File: src/rtl/sigma_delta_pkg.sv
// Shared definitions for the time-multiplexed sigma-delta scheduler:
// FSM state encoding and the first-order modulator update arithmetic.
package sigma_delta_pkg;

    typedef enum logic [1:0] {
        IDLE   = 2'd0,
        WAIT   = 2'd1,
        SCAN   = 2'd2,
        COMMIT = 2'd3
    } sd_state_t;

    // Next accumulator for a w-bit sample feeding a (w+1)-bit accumulator.
    // The two top bits of the feedback term both become ~acc[w-1], which
    // folds the quantiser feedback into the stored value. Operands are
    // carried in 64-bit containers (acc zero-extended, sample sign-extended).
    // The result is reduced modulo 2^(w+1), so w must be at most 62.
    function automatic logic [63:0] sd_next_acc(input logic [63:0] acc,
                                                input logic [63:0] smp,
                                                input int          w);
        logic [63:0] top_mask;
        logic [63:0] fb;
        logic [63:0] keep_mask;
        logic        nmsb;
        nmsb      = ~|((acc >> (w - 1)) & 64'd1);
        top_mask  = 64'd3 << (w - 1);
        fb        = (acc & ~top_mask) | (nmsb ? top_mask : 64'd0);
        keep_mask = (64'd1 << (w + 1)) - 64'd1;
        return (fb + smp) & keep_mask;
    endfunction

endpackage

File: src/rtl/sigma_delta_update.sv
// Shared combinational sigma-delta update: one adder serves every channel.
module sigma_delta_update
    import sigma_delta_pkg::*;
#(
    parameter int WIDTH = 16
) (
    input  logic [WIDTH:0]   acc,
    input  logic [WIDTH-1:0] sample,
    output logic [WIDTH:0]   acc_new,
    output logic             bit_out
);

    logic [63:0]       acc_ext_s;
    logic [63:0]       smp_ext_s;
    logic [62-WIDTH:0] sum_unused_s;

    assign acc_ext_s = {{(63 - WIDTH){1'b0}}, acc};
    assign smp_ext_s = {{(64 - WIDTH){sample[WIDTH-1]}}, sample};
    assign {sum_unused_s, acc_new} = sd_next_acc(acc_ext_s, smp_ext_s, WIDTH);
    assign bit_out = acc_new[WIDTH];

endmodule

File: src/rtl/sigma_delta_scheduler.sv
// Multi-channel first-order sigma-delta scheduler. A frame is a WAIT of
// div+1 cycles, one SCAN cycle per channel through the shared update, then
// COMMIT. The new output word and its strobe are registered on the last
// SCAN edge, so both are visible during the COMMIT cycle.
// Optional macro SD_SCHED_MUTE_EN adds a per-channel mute input that
// substitutes a zero sample in the channel's SCAN cycle.
module sigma_delta_scheduler
    import sigma_delta_pkg::*;
#(
    parameter int WIDTH     = 16,
    parameter int CHANNELS  = 4,
    parameter int DIV_WIDTH = 8
) (
    input  logic                      clk,
    input  logic                      rst_n,
    input  logic                      run,
    input  logic [DIV_WIDTH-1:0]      div,
    input  logic [CHANNELS-1:0]       in_valid,
    input  logic [CHANNELS*WIDTH-1:0] in_data,
    output logic [CHANNELS-1:0]       in_ready,
    output logic [CHANNELS-1:0]       sd_out,
    output logic                      sd_strobe,
    output logic                      busy
`ifdef SD_SCHED_MUTE_EN
    ,
    input  logic [CHANNELS-1:0]       mute
`endif
);

    localparam int                   IDX_W     = (CHANNELS > 1) ? $clog2(CHANNELS) : 1;
    localparam logic [IDX_W-1:0]     LAST_IDX  = IDX_W'(CHANNELS - 1);
    localparam logic [CHANNELS-1:0]  ONE_HOT0  = CHANNELS'(1'b1);
    localparam logic [CHANNELS-1:0]  ALL_READY = {CHANNELS{1'b1}};

    sd_state_t             state_r;
    logic [DIV_WIDTH-1:0]  cnt_r;
    logic [IDX_W-1:0]      idx_r;
    logic [WIDTH:0]        acc_r  [CHANNELS];
    logic [WIDTH-1:0]      hold_r [CHANNELS];
    logic [CHANNELS-1:0]   shadow_r;
    logic [CHANNELS-1:0]   sd_out_r;
    logic [CHANNELS-1:0]   ready_r;
    logic                  strobe_r;
    logic                  busy_r;

    logic [WIDTH:0]        acc_sel_s;
    logic [WIDTH-1:0]      smp_sel_s;
    logic [WIDTH:0]        acc_new_s;
    logic                  bit_new_s;
    logic [CHANNELS-1:0]   shadow_nx_s;

    // Route the scanned channel's accumulator and sample to the shared adder.
    always_comb begin
        acc_sel_s = acc_r[idx_r];
`ifdef SD_SCHED_MUTE_EN
        if (mute[idx_r]) begin
            smp_sel_s = {WIDTH{1'b0}};
        end else begin
            smp_sel_s = hold_r[idx_r];
        end
`else
        smp_sel_s = hold_r[idx_r];
`endif
    end

    // Shadow word with the scanned channel's fresh bit merged in.
    always_comb begin
        shadow_nx_s        = shadow_r;
        shadow_nx_s[idx_r] = bit_new_s;
    end

    sigma_delta_update #(
        .WIDTH (WIDTH)
    ) u_update (
        .acc     (acc_sel_s),
        .sample  (smp_sel_s),
        .acc_new (acc_new_s),
        .bit_out (bit_new_s)
    );

    // Capture producer samples whenever the channel handshakes.
    always_ff @(posedge clk or negedge rst_n) begin
        if (!rst_n) begin
            for (int k = 0; k < CHANNELS; k++) begin
                hold_r[k] <= {WIDTH{1'b0}};
            end
        end else begin
            for (int k = 0; k < CHANNELS; k++) begin
                if (in_valid[k] && ready_r[k]) begin
                    hold_r[k] <= in_data[k*WIDTH +: WIDTH];
                end
            end
        end
    end

    // Frame sequencer: rate counter, channel scan, accumulators and outputs.
    always_ff @(posedge clk or negedge rst_n) begin
        if (!rst_n) begin
            state_r  <= IDLE;
            cnt_r    <= {DIV_WIDTH{1'b0}};
            idx_r    <= {IDX_W{1'b0}};
            shadow_r <= {CHANNELS{1'b0}};
            sd_out_r <= {CHANNELS{1'b0}};
            ready_r  <= {CHANNELS{1'b0}};
            strobe_r <= 1'b0;
            busy_r   <= 1'b0;
            for (int k = 0; k < CHANNELS; k++) begin
                acc_r[k] <= {(WIDTH + 1){1'b0}};
            end
        end else begin
            strobe_r <= 1'b0;
            case (state_r)
                IDLE: begin
                    ready_r <= ALL_READY;
                    busy_r  <= run;
                    if (run) begin
                        state_r <= WAIT;
                        cnt_r   <= div;
                    end
                end
                WAIT: begin
                    if (cnt_r == {DIV_WIDTH{1'b0}}) begin
                        state_r <= SCAN;
                        idx_r   <= {IDX_W{1'b0}};
                        ready_r <= ~ONE_HOT0;
                    end else begin
                        cnt_r   <= cnt_r - {{(DIV_WIDTH-1){1'b0}}, 1'b1};
                        ready_r <= ALL_READY;
                    end
                end
                SCAN: begin
                    acc_r[idx_r] <= acc_new_s;
                    shadow_r     <= shadow_nx_s;
                    if (idx_r == LAST_IDX) begin
                        state_r  <= COMMIT;
                        sd_out_r <= shadow_nx_s;
                        strobe_r <= 1'b1;
                        ready_r  <= ALL_READY;
                    end else begin
                        idx_r   <= idx_r + {{(IDX_W-1){1'b0}}, 1'b1};
                        ready_r <= ~(ONE_HOT0 << (idx_r + {{(IDX_W-1){1'b0}}, 1'b1}));
                    end
                end
                COMMIT: begin
                    ready_r <= ALL_READY;
                    if (run) begin
                        state_r <= WAIT;
                        cnt_r   <= div;
                    end else begin
                        state_r <= IDLE;
                        busy_r  <= 1'b0;
                    end
                end
                default: begin
                    state_r <= IDLE;
                    busy_r  <= 1'b0;
                    ready_r <= ALL_READY;
                end
            endcase
        end
    end

    assign in_ready  = ready_r;
    assign sd_out    = sd_out_r;
    assign sd_strobe = strobe_r;
    assign busy      = busy_r;

endmodule

File: config.mk
export PLATFORM = sky130hd
export DESIGN_NAME = sigma_delta_scheduler
export DESIGN_NICKNAME = d
export VERILOG_FILES = /design/src/rtl/sigma_delta_pkg.sv /design/src/rtl/sigma_delta_update.sv /design/src/rtl/sigma_delta_scheduler.sv
export SDC_FILE = /design/constraint.sdc
export NUM_CORES = 1
export LEC_CHECK = 0
export BUFFER_PORTS_ARGS = -buffer_cell sky130_fd_sc_hd__buf_2
export CAP_MARGIN = 25
export CORE_MARGIN = 10
export CORE_UTILIZATION = 55
export DETAILED_ROUTE_END_ITERATION = 16
export HOLD_SLACK_MARGIN = 0.03
export PLACE_DENSITY = 0.76
export SLEW_MARGIN = 0
export SYNTH_ARGS = -nofsm -noshare
export SYNTH_HDL_FRONTEND = slang
export SYNTH_HIERARCHICAL = 1
export SYNTH_SLANG_ARGS = --single-unit
File: constraint.sdc
create_clock -name clk -period 4.5 [get_ports clk]
set_input_delay 1.125 -clock clk [delete_from_list [all_inputs] [get_ports clk]]
set_output_delay 1.125 -clock clk [all_outputs]
set_load 0.01 [all_outputs]
==> metrics list <==
- The synthesized netlist occupies a cell area of 7774 um^2.
- Setup Total Neg Slack: 0 ps
* Aggregate global-route resource usage: 18.49%
- First-pass GRT wire length: 28840 um
- Setup violators final: 0
* Syn nets: 682
* Worst min path class: flip-flop to flip-flop
* Largest buffer count on any clock path: 2
- Number of antenna violations at the first check in global routing: 0
- The final number of max-transition violations came to 0.
- The via count of the first global-routing pass is around 5500.
* Chip Width: 138.9 um
- For the worst-skew pair, the clock arrives at the later sink with an insertion delay of approximately 420 ps.
- After layout, the worst path uses between 80% and 90% of the clock period.
- Flop2flop setup slack: just under 700 ps
- Hold repair after CTS inserted 0 buffers.
- The number of antenna diodes in the final layout is 0.
* Maximum capacitance violations: 0
- Area Overhead vs Synth: 15.37%
- Slowest stage cell, crit path: sky130_fd_sc_hd__dfrtp_2
* Maximum single-stage delay on the critical path: 720 ps
- Element type at the critical path start: flip-flop
* Input/output buffers: 88
- Critical Path End Type: flip-flop
* Clock slew seen by the registers of the worst setup and hold paths: 60 ps
- Average footprint of a synthesized cell: 13.54 um^2
- After filler insertion, the fill cell instance count of the layout stands at 1028.
* Die outline height: approximately 140 um
- Setup repair after global routing left no endpoint under its margin.
- Share of layout cells above drive strength 1: 44.66%
* Largest net degree at the start of global routing: 93
- Library cell used as clock root buffer: sky130_fd_sc_hd__clkbuf_16
* Clock tree from TritonCTS: yes
- The count of nets left with antenna violations once routing finished came out at 0.
- For this block, the via count after detailed routing is 5130.
- For the worst setup path, the data required time is 4840 ps.
- For this run, the top clock speed supported by timing is 261.5 MHz.
- The worst path in the final design needs a cycle of 3824 ps, including I/O delays and setup.
* Vias/cell: 6.007
- Row generation in the floorplan step produced 43 rows.
* Routed wire length per instance: 20.51 um
* Crit path arrival time: 4160 ps
* CTS H-tree lvls: 4
- The number of gates resized after CTS was 0.
* Drc violations: 0
* Overall overflow remaining after global route: 0
* Gpl congestion: 0.8786
- Post-CTS setup buffers: 0
- Hold violation total from the final report: 0
* Maximum clock skew at final layout: 9.577 ps
* TritonCTS Buffers: 17
- Biggest fanout along the worst timing path: 16
* Total core area: 13880 um^2
- Counting every instance in the synthesized netlist gives 574.
- Yosys printed 6 warnings.
- Traced cell by cell, the critical path runs through mux4_2 -> ha_1 -> fa_1 -> a21o_1 -> a311o_2 -> nand3_1 -> a31oi_1 -> o22ai_1 -> mux2i_1 -> o21ai_0.
- After detailed routing, the total wire length is 17520 um.
- Die Area: roughly 19000 um^2
* Initial cell density of the core: 56.00%
- After the last flow step, the layout net total stands at 769.
- At the pin with the least slew margin, the transition time is ~970 ps.
* Hpwl dp: 12360 um
* Violation count after the first detailed-route iteration: 286
* Detailed-routing iteration count for the pre-antenna-repair pass: 4
- Relative max-transition margin: 35.23%
* Result of the run: completed
- CTS sink count: around 150
* I/O Pins: 89
- Crit path kind: flip-flop to flip-flop
==> cell usage in the layout (no fill, tap or decap), drive strengths merged, types with 3 or more instances in the layout <==
cell type and n:
dfrtp 153, mux2 131, buf 92, mux4 32, nand2 32, ha 28, nor2 20, inv 20
clkbuf 20, o21ai 19, a21oi 18, mux2i 10, nand3 10, nor3 7, nand2b 5, xnor2 5
clkinv 5, a31oi 4, a21o 4, o221a 4, a211oi 4, nor4b 3, clkinvlp 3, xor2 3
o311ai 3, and3 3, a2111oi 3
==> state kept, by name, summed over array words and instances (netlist names) <==
signal / cells
shadow_r: 3
in_ready: 4
state_r: 2
hold_r: 64
acc_r: 64
sd_strobe: 1
idx_r: 2
sd_out: 4
busy: 1
cnt_r: 8
==> layout make-up <==
class                           count  area [um^2]  share of cell area [%]
Timing Repair Buffer               92        501.7                   5.594
Clock buffer                       20        456.7                   5.092
Inverter                           18        67.56                  0.7533
Sequential cell                   153         3830                   42.70
Tap cell                          180        225.2                   2.511
Clock inverter                     12        140.1                   1.562
Multi-Input combinational cell    379         3747                   41.78
==> path summary, 6_finish.rpt <==
kind                       startpoint          to  cells past startpoint
hold reg to reg             acc_r[18]   acc_r[18]                      1
max in group asynchronous       rst_n  hold_r[63]                      2
hold / removal              acc_r[18]   acc_r[18]                      1
setup / recovery             idx_r[0]   sd_out[0]                     10
min in group asynchronous       rst_n    cnt_r[0]                      1
setup reg to reg             idx_r[0]   sd_out[0]                     10
==> per-layer routing <==
| metal | part of all wire [%] | GRT usage (%) | up-vias | wire (um) |
|---|---|---|---|---|
| met1 | 43 | 23.32 | 2677 | 7578 |
| met3 | 5.0 | 4.452 | 19 | 871 |
| met5 | 0 | 0 | - | 0 |
| met2 | 51 | 30.65 | 116 | 8850 |
| met4 | 1.2 | 5.876 | 0 | 215 |
| li1 | - | - | 2318 | - |
==> through the flow <==
stage	worst slack [ps]	hold slack (ps)	util (%)	area, um^2	instances
final	675.8	501.3	64.61	8969	854
after global routing	358.4	501.9	64.61	8969	854
after CTS	698.8	501.1	64.61	8969	854
after detailed placement	754.0	487.0	60.31	8372	822
after global placement	817.2	481.8	60.31	8372	822
after floorplan	898.5	473.9	-	7774	574
==> worst max-delay path: cells and delay by family (launching register included) <==
kind / cells / cell delay, ps
muxes: 2 / 750
and+or+nand+nor: 1 / 170
AOI/OAI and AO/OA: 5 / 1440
DFF: 1 / 720
adders and majority gates: 2 / 650
Power is left out: the tool's default activity adds up to more than one toggle a clock period on the data nets, which glitch-free logic cannot reach.
